`config.mk`:
```
export PLATFORM = sky130hd
export DESIGN_NAME = level_countdown_timer
export DESIGN_NICKNAME = d
export VERILOG_FILES = /design/src/rtl/level_countdown_timer.sv
export SDC_FILE = /design/constraint.sdc
export NUM_CORES = 1
export LEC_CHECK = 0
export ABC_AREA = 1
export CELL_PAD_IN_SITES_DETAIL_PLACEMENT = 1
export CELL_PAD_IN_SITES_GLOBAL_PLACEMENT = 1
export CORE_MARGIN = 5
export CORE_UTILIZATION = 29
export CTS_CLUSTER_DIAMETER = 40
export DETAILED_ROUTE_END_ITERATION = 8
export HOLD_SLACK_MARGIN = 0.15
export MAX_ROUTING_LAYER = met4
export PLACE_DENSITY = 0.65
export SETUP_SLACK_MARGIN = 0.2
export SKIP_CTS_REPAIR_TIMING = 1
export SKIP_LAST_GASP = 1
export SLEW_MARGIN = 20
export SYNTH_ARGS = -nofsm -noshare
export SYNTH_HDL_FRONTEND = slang
export SYNTH_SLANG_ARGS = --single-unit
export TNS_END_PERCENT = 20
```
`constraint.sdc`:
```
create_clock -name clk -period 2.14 [get_ports clk]
set_clock_uncertainty 0.15 [all_clocks]
set_input_delay 0.535 -clock clk [delete_from_list [all_inputs] [get_ports clk]]
set_output_delay 0.535 -clock clk [all_outputs]
set_load 0.05 [all_outputs]
```
`src/rtl/level_countdown_timer.sv`:
```
`default_nettype none
// ============================================================================
// Module      : level_countdown_timer
// Description : Loads a per-level BCD countdown on start and decrements it once
//               per prescaled second; flags expiry to the game FSM.
//               Optional penalty subtractor: define LEVEL_TIMER_PENALTY_EN.
// Revision    : 1.0 - initial release
// ============================================================================
module level_countdown_timer #(
    parameter int NUM_DIGITS   = 3,
    parameter int LEVEL_WIDTH  = 8,
    parameter int TICK_DIV     = 50000000,
    parameter int PENALTY_SECS = 5
) (
    input  logic                    clk,
    input  logic                    rst_n,
    input  logic [LEVEL_WIDTH-1:0]  game_level,
    input  logic                    start,
    input  logic                    pause,
    input  logic                    stop,
    input  logic                    penalty,
    output logic [4*NUM_DIGITS-1:0] digits,
    output logic                    running,
    output logic                    expired,
    output logic                    timeout
);

    localparam int c_DW = 4 * NUM_DIGITS;
    localparam int c_PW = $clog2(TICK_DIV);
    localparam int c_LW = (LEVEL_WIDTH > 4) ? LEVEL_WIDTH : 4;
    localparam logic [c_PW-1:0] c_TICK_LAST = c_PW'(TICK_DIV - 1);

    typedef enum logic [1:0] {
        S_IDLE    = 2'd0,
        S_RUN     = 2'd1,
        S_HALT    = 2'd2,
        S_EXPIRED = 2'd3
    } state_t;

    state_t            r_state, w_state_nxt;
    logic [c_DW-1:0]   r_digits, w_digits_nxt;
    logic [c_PW-1:0]   r_presc, w_presc_nxt;
    logic              r_running, r_expired, r_timeout, w_timeout_nxt;
    logic              w_tick, w_pen;
    logic [c_DW-1:0]   w_load, w_dec, w_pen_val;

    function automatic logic [11:0] level_time(input logic [LEVEL_WIDTH-1:0] lvl);
        logic [c_LW-1:0] ext;
        logic [11:0]     t;
        ext = c_LW'(lvl);
        t   = 12'h010;
        if ((ext >> 4) == '0) begin
            case (ext[3:0])
                4'd0:    t = 12'h200;
                4'd1:    t = 12'h100;
                4'd2:    t = 12'h060;
                4'd3:    t = 12'h055;
                4'd4:    t = 12'h050;
                4'd5:    t = 12'h045;
                4'd6:    t = 12'h035;
                4'd7:    t = 12'h030;
                4'd8:    t = 12'h025;
                4'd9:    t = 12'h020;
                4'd10:   t = 12'h015;
                default: t = 12'h010;
            endcase
        end
        return t;
    endfunction

    // Ripple a borrow from digit 0 upward; a zero digit becomes 9 and passes it on.
    function automatic logic [c_DW-1:0] bcd_dec(input logic [c_DW-1:0] v);
        logic [c_DW-1:0] r;
        logic            borrow;
        r      = v;
        borrow = 1'b1;
        for (int i = 0; i < NUM_DIGITS; i++) begin
            if (borrow) begin
                if (v[4*i +: 4] == 4'd0) begin
                    r[4*i +: 4] = 4'd9;
                end else begin
                    r[4*i +: 4] = v[4*i +: 4] - 4'd1;
                    borrow      = 1'b0;
                end
            end
        end
        return r;
    endfunction

    assign w_load = c_DW'(level_time(game_level));
    assign w_dec  = bcd_dec(r_digits);
    assign w_tick = (r_state == S_RUN) && !pause && (r_presc == c_TICK_LAST);

`ifdef LEVEL_TIMER_PENALTY_EN
    localparam logic [3:0] c_PEN = 4'(PENALTY_SECS);

    // Anything at or below the penalty saturates to zero.
    function automatic logic [c_DW-1:0] bcd_sub_pen(input logic [c_DW-1:0] v);
        logic [c_DW-1:0] r;
        logic [c_DW-1:0] hi;
        r = '0;
        if (((v >> 4) != '0) || (v[3:0] > c_PEN)) begin
            if (v[3:0] >= c_PEN) begin
                r       = v;
                r[3:0]  = v[3:0] - c_PEN;
            end else begin
                hi = bcd_dec(v >> 4);
                r  = {hi[c_DW-5:0], v[3:0] + (4'd10 - c_PEN)};
            end
        end
        return r;
    endfunction

    assign w_pen     = penalty;
    assign w_pen_val = bcd_sub_pen(r_digits);
`else
    localparam int c_unused_penalty_secs = PENALTY_SECS;
    logic w_unused_penalty;
    assign w_unused_penalty = penalty;
    assign w_pen            = 1'b0;
    assign w_pen_val        = r_digits;
`endif

    always_comb begin
        w_state_nxt   = r_state;
        w_digits_nxt  = r_digits;
        w_presc_nxt   = r_presc;
        w_timeout_nxt = 1'b0;
        if (start) begin
            w_digits_nxt = w_load;
            w_presc_nxt  = '0;
            w_state_nxt  = S_RUN;
        end else if (r_state == S_RUN) begin
            if (stop) begin
                w_state_nxt = S_HALT;
            end else begin
                if (!pause) begin
                    w_presc_nxt = w_tick ? '0 : r_presc + 1'b1;
                end
                // A penalty swallows a coincident tick; the prescaler still wraps.
                if (w_pen) begin
                    w_digits_nxt = w_pen_val;
                    if (w_pen_val == '0) begin
                        w_state_nxt   = S_EXPIRED;
                        w_timeout_nxt = 1'b1;
                    end
                end else if (w_tick) begin
                    w_digits_nxt = w_dec;
                    if (w_dec == '0) begin
                        w_state_nxt   = S_EXPIRED;
                        w_timeout_nxt = 1'b1;
                    end
                end
            end
        end
    end

    always_ff @(posedge clk or negedge rst_n) begin
        if (!rst_n) begin
            r_state   <= S_IDLE;
            r_digits  <= '0;
            r_presc   <= '0;
            r_running <= 1'b0;
            r_expired <= 1'b0;
            r_timeout <= 1'b0;
        end else begin
            r_state   <= w_state_nxt;
            r_digits  <= w_digits_nxt;
            r_presc   <= w_presc_nxt;
            r_running <= (w_state_nxt == S_RUN);
            r_expired <= (w_state_nxt == S_EXPIRED);
            r_timeout <= w_timeout_nxt;
        end
    end

    assign digits  = r_digits;
    assign running = r_running;
    assign expired = r_expired;
    assign timeout = r_timeout;

endmodule
`default_nettype wire

```
==> results of run 1 <==
## area by class of cell
cell class	count	area share (%)
repair buffers	76	18.0
clock inverters	1	0.133
multi-input cells	259	41.8
inverters	47	4.81
clock buffers	7	2.29
well taps	129	4.28
flip-flops and latches	43	28.6
## registers in the layout, summed over array words and instances, names as in the netlist
| signal | cells |
|---|---|
| r_presc | 26 |
| digits | 12 |
| r_state | 2 |
| expired | 1 |
| running | 1 |
| timeout | 1 |
## logic make-up after synthesis
group	share of synthesized area, %
adder cells (fa/ha/maj)	2.74
AND/OR/NAND/NOR	33.2
multiplexers	0.365
XOR/XNOR	3.51
buffers and inverters	8.35
flip-flops	39.3
AO/OA/AOI/OAI	12.6
## layer usage
layer | wire length (µm) | vias up | part of all wire [%] | GRT usage (%)
li1 | - | 1329 | - | -
met1 | 3850 | 1311 | 45 | 18.2
met2 | 4420 | 27 | 52 | 26.9
met3 | 129 | 4 | 1.5 | 1.99
met4 | 81 | 0 | 0.96 | 3.56
met5 | 0 | - | 0 | -
## metrics by stage
step / TNS (ns) / cells / cell area [µm²]
final: 0 / 562 / 3770
after global routing: 0 / 562 / 3770
after CTS: 0 / 552 / 3500
after detailed placement: -8.74 / 544 / 3410
after global placement: -6.81 / 544 / 3410
after floorplan: 0 / 356 / 2740
## where the power goes
| group | internal [mW] | leakage, nW | total, mW | switching (mW) |
|---|---|---|---|---|
| registers | 0.849 | 0.580 | 0.900 | 0.0510 |
| clock network | 0.261 | 0.0482 | 0.561 | 0.300 |
| logic | 0.222 | 1.12 | 0.608 | 0.386 |
| total | 1.33 | 1.75 | 2.07 | 0.736 |
## how the worst max path moves through the flow
| stage | start | end | slack (ns) | cells past startpoint |
|---|---|---|---|---|
| 5_1_grt | r_presc[0] | r_presc[19] | 0.03 | 9 |
| 6_report | game_level[0] | digits[2] | 0.14 | 8 |
| 2_1_floorplan | digits[1] | expired | 0.20 | 11 |
| 3_5_place_dp | pause | digits[9] | -0.32 | 12 |
| 4_1_cts | pause | digits[9] | 0.02 | 12 |
| 3_3_place_gp | pause | digits[9] | -0.26 | 12 |
## critical path, cell delays in order
cell and delay [ns]:
clkdlybuf4s50_1 0.43, buf_4 0.16, ha_1 0.20, a21oi_1 0.18, a211oi_2 0.10, buf_4 0.15, a41oi_1 0.18, o21ai_0 0.10
## placed cells by master, fill, tap and decap left out, drive strengths merged, types with 3 or more instances in the layout
master | synthesis | layout
a21oi | 16 | 16
a31oi | 3 | 3
buf | 7 | 62
clkbuf | 0 | 9
clkdlybuf4s50 | 0 | 9
dfrtp | 43 | 43
ha | 6 | 6
inv | 47 | 47
nand2 | 80 | 80
nand3 | 19 | 19
nand4 | 13 | 13
nor2 | 52 | 52
nor3 | 10 | 10
nor4 | 6 | 6
o21a | 4 | 4
o21ai | 26 | 26
xor2 | 10 | 10
==> out/metrics.cfg, run 1 <==
[global_route]
antenna_found_initial = 0
grt_pass1_vias = 2825
grt_overflow = 0
grt_use_total_pct = 15.1
grt_start_max_net_pins = 33
grt_pass1_wl_um = 13500

[hold_path]
min_from = digits[2]
hold_path_end = digits[2]
hp-class = flip-flop to flip-flop
hold_path_depth = 2

[sta]
drv_slew = 0
holdWs_ns = 0.426
final.setup.worst_slack_ns = 0.144
clock.fmax_mhz = 501
setup_viol = 0
rsz0062_at_grt = yes
fin_crit_ns = 2.00
fin_crit_sh_pct = 93.3
hold_viol_final = 0
relSlewSlack_pct = 73.8
max_slew.worst_pin.slew_ns = 0.389

[layout]
fin_nets = 452
num-fill-cells = 1130
syn_to_final_growth_pct = 37.5
drive_gt1_share_pct = 29.3
ff_latch_area_um2 = 1080
insertedDiodeCount = 0
final_util_pct = 40.8
multi_input_area_um2 = 1580

[logic_synthesis]
avgSynthCellArea_um2 = 7.70
ys_seq_area_share_pct = 39.3
synth_cell_types = 38
netlist.area_leader.share_pct = 39.3
dominantRegCellSynth = dfrtp_1
synth-edff-count = 0
synthCells = 356
ys_ff_latch = 43
syn-num-nets = 376
synthTopCellsByCount = nand2_1, dfrtp_1, inv_1, nor2_1, o21ai_0
ys_warn_count = 0
ys_async_sr_fraction_pct = 100
yosysMostFrequentCell = nand2_1
netlist_area_um2 = 2740
synth_area_leaders = dfrtp_1, nand2_1, inv_1
yosysTopAreaCell = dfrtp_1

[floorplanning]
initial_core_util_pct = 29.7
fp.coreArea_um2 = 9240
fp-row-count = 35
die_area_um2 = 11500
ios = 29
fp.dieH_um = 107
die_w_um = 107

[worst_setup_path]
cp.required_ns = 2.18
cp_max_fo = 4
critPathKind = input pin to flip-flop
cp-end-kind = flip-flop
startpoint_type = input pin
r2r_setup_slack_ns = 0.17
rr_endpoint = r_presc[24]
crit_arrival_ns = 2.03
rr_startpoint = r_presc[0]
reg2regPathDepth = 9

[clocking]
cts.htree.levels = 2
root_buffer = clkbuf_8
cts_tree = yes
clk_latency_ns = 0.30
clk_path_buf_depth = 2
cts_inserted_buffers = 5
clock_sinks = 43
clkTransAtPathRegs_ns = 0.08

[route]
drt-initial-drc-count = 74
drtAntennaViolNets = 0
wl_per_cell_um = 15.1
drc = 0
viasPerCell = 4.75
num_vias = 2671
wirelength_um = 8480
dr.pass1.iters = 4

[power_and_ir_drop]
peakVddDrop_v = 0.000225
power_per_cell_area_nw_per_um2 = 549
finalPower_mw = 2.07
power_leakage_nw = 1.75

[placement]
port_buffers = 27
pre_cts_slack_ns = -0.315
gp_congestion = 0.840
dp_hpwl_um = 6320

[outcome]
outcome = finished, final reports clean

[flow_run]
maxCapViolations = 0

No activity file was read; power rests on OpenSTA's default activity.
==> inputs of run 2 (changes only) <==
--- a/config.mk
+++ b/config.mk
@@ -8,2 +8,3 @@
 export ABC_AREA = 1
+export CAP_MARGIN = 20
 export CELL_PAD_IN_SITES_DETAIL_PLACEMENT = 1
@@ -13,2 +14,3 @@
 export CTS_CLUSTER_DIAMETER = 40
+export CTS_CLUSTER_SIZE = 8
 export DETAILED_ROUTE_END_ITERATION = 8
==> constraint.sdc (replaced) <==
create_clock -name clk -period 2.14 [get_ports clk]
set_clock_uncertainty 0.15 [all_clocks]
set_input_delay 0.214 -clock clk [delete_from_list [all_inputs] [get_ports clk]]
set_output_delay 0.214 -clock clk [all_outputs]
set_load 0.05 [all_outputs]
==> run 2 against run 1 <==
Effect of this change: worst setup slack hardly changed; die area did not move; critical path depth down 7; cell count decreased by 2.0%; flip-flop and latch count stayed put; via count is 0.15% higher; count of clock-buffer cells in the layout is 1 lower; total power is 3.6% higher; register-to-register slack about the same; sequential share of layout area increased by 0.31 points; critical path type is now flip-flop to primary output; highest routed layer unchanged.
==> out/metrics.cfg, run 2 (same netlist as run 1, synthesis figures left out) <==
[sta]
max_slew.worst_pin.slew_ns = 0.501
hold_viol_final = 0
final.setup.worst_slack_ns = 0.145
relSlewSlack_pct = 66.5
setup_viol = 0
rsz0062_at_grt = yes
drv_slew = 0
fin_crit_sh_pct = 93.2
clock.fmax_mhz = 501
fin_crit_ns = 2.00

[layout]
final_cells = 551
final_common_cell = nand2_1
largest_reg_flops = 26
insertedDiodeCount = 0
num-fill-cells = 1109
design_area_um2 = 3730
top_register = r_presc
drive_gt1_share_pct = 24.6
syn_to_final_growth_pct = 36.2
layout_common_cells = nand2_1, inv_1, dfrtp_1
fin_nets = 441

[worst_setup_path]
startpoint_type = flip-flop
cp_cell_sequence = clkdlybuf4s50_1
crit_arrival_ns = 1.63
crit_family = buffers and inverters
crit_slowest_cell = clkdlybuf4s50_1
cp-end-kind = primary output
cp.required_ns = 1.78
cp_max_fo = 5
cpPeakStageDelay_ns = 0.85
critPathBufInv = 1
critPathKind = flip-flop to primary output

[power_and_ir_drop]
power_per_cell_area_nw_per_um2 = 574
power_leakage_nw = 1.65
peakVddDrop_v = 0.000283

[clocking]
clk_latency_ns = 0.30
cts_inserted_buffers = 5
cts.htree.levels = 2
cts_tree = yes
clk_path_buf_depth = 2
clkTransAtPathRegs_ns = 0.09
clock_sinks = 43
root_buffer = clkbuf_8

[floorplanning]
die_area_um2 = 11500
fp-row-count = 35
ios = 29
initial_core_util_pct = 29.7
fp.dieH_um = 107
fp.coreArea_um2 = 9240
die_w_um = 107

[placement]
dp_cells = 526
dp_hpwl_um = 6020
post_dp_cell_area_um2 = 3310
gp_congestion = 0.866
port_buffers = 27
pre_cts_slack_ns = -0.0174

[route]
wirelength_um = 7990
drt-initial-drc-count = 54
dr.pass1.iters = 4
wl_per_cell_um = 14.5
drc = 0
viasPerCell = 4.85
drtAntennaViolNets = 0
num_vias = 2675

[outcome]
outcome = finished, final reports clean

[hold_path]
hp-class = input pin to async pin

[global_route]
grt_pass1_vias = 2664
grt_start_max_net_pins = 25
grt_overflow = 0
grt_use_total_pct = 14.5
grt_pass1_wl_um = 12900
antenna_found_initial = 0

[flow_run]
maxCapViolations = 0

[run 2: cell types whose count changed in the layout (fill, tap and decap cells not counted), moves of 2 or more]
cell,change
buf_4,-26
clkdlybuf4s50_1,+17
dlymetal6s2s_1,-2
nand2_1,-2
nor2_2,+2
nor2_4,-3
[run 2: power breakdown]
group,internal (mW),switching [mW]
clock,0.349,0.302
sequential,0.849,0.0476
combinational,0.221,0.374
total,1.42,0.724
[run 2: area by class of cell]
cell class	count	area (µm²)	share of cell area, %
clock buffer	6	72.6	1.94
clock inverter	2	37.5	1.01
inverter	47	181	4.86
multi-input combinational	259	1580	42.2
sequential	43	1080	29.0
tap	129	161	4.32
timing repair buffer	65	624	16.7
[run 2: per-stage QoR]
stage	hold WS, ns	TNS, ns	util [%]	total power, mW
floorplan	-0.232	0	-	1.26
global placement	0.0594	0	35.9	1.47
detailed placement	0.0666	-0.0319	35.9	1.48
CTS	-0.279	0	37.0	2.14
global route	0.314	0	40.4	2.27
finish	0.259	0	40.4	2.14
[run 2: layer usage]
layer  global-route usage, %  share of wire, %
met1                    18.1                46
met2                    23.8                50
met3                    2.41               2.3
met4                    4.93               1.9
met5                       -                 0
[run 2: final timing paths]
check | from | to | slack [ns] | depth (start not counted)
worst max-delay path | digits[1] | digits[1] | 0.14 | 1
worst min-delay path | rst_n | running | 0.26 | 2
worst max register to register | r_presc[1] | r_presc[19] | 0.16 | 10
worst min register to register | r_presc[22] | r_presc[22] | 0.41 | 2
max in group asynchronous | rst_n | r_presc[19] | 1.05 | 3
min in group clk | r_presc[22] | r_presc[22] | 0.41 | 2
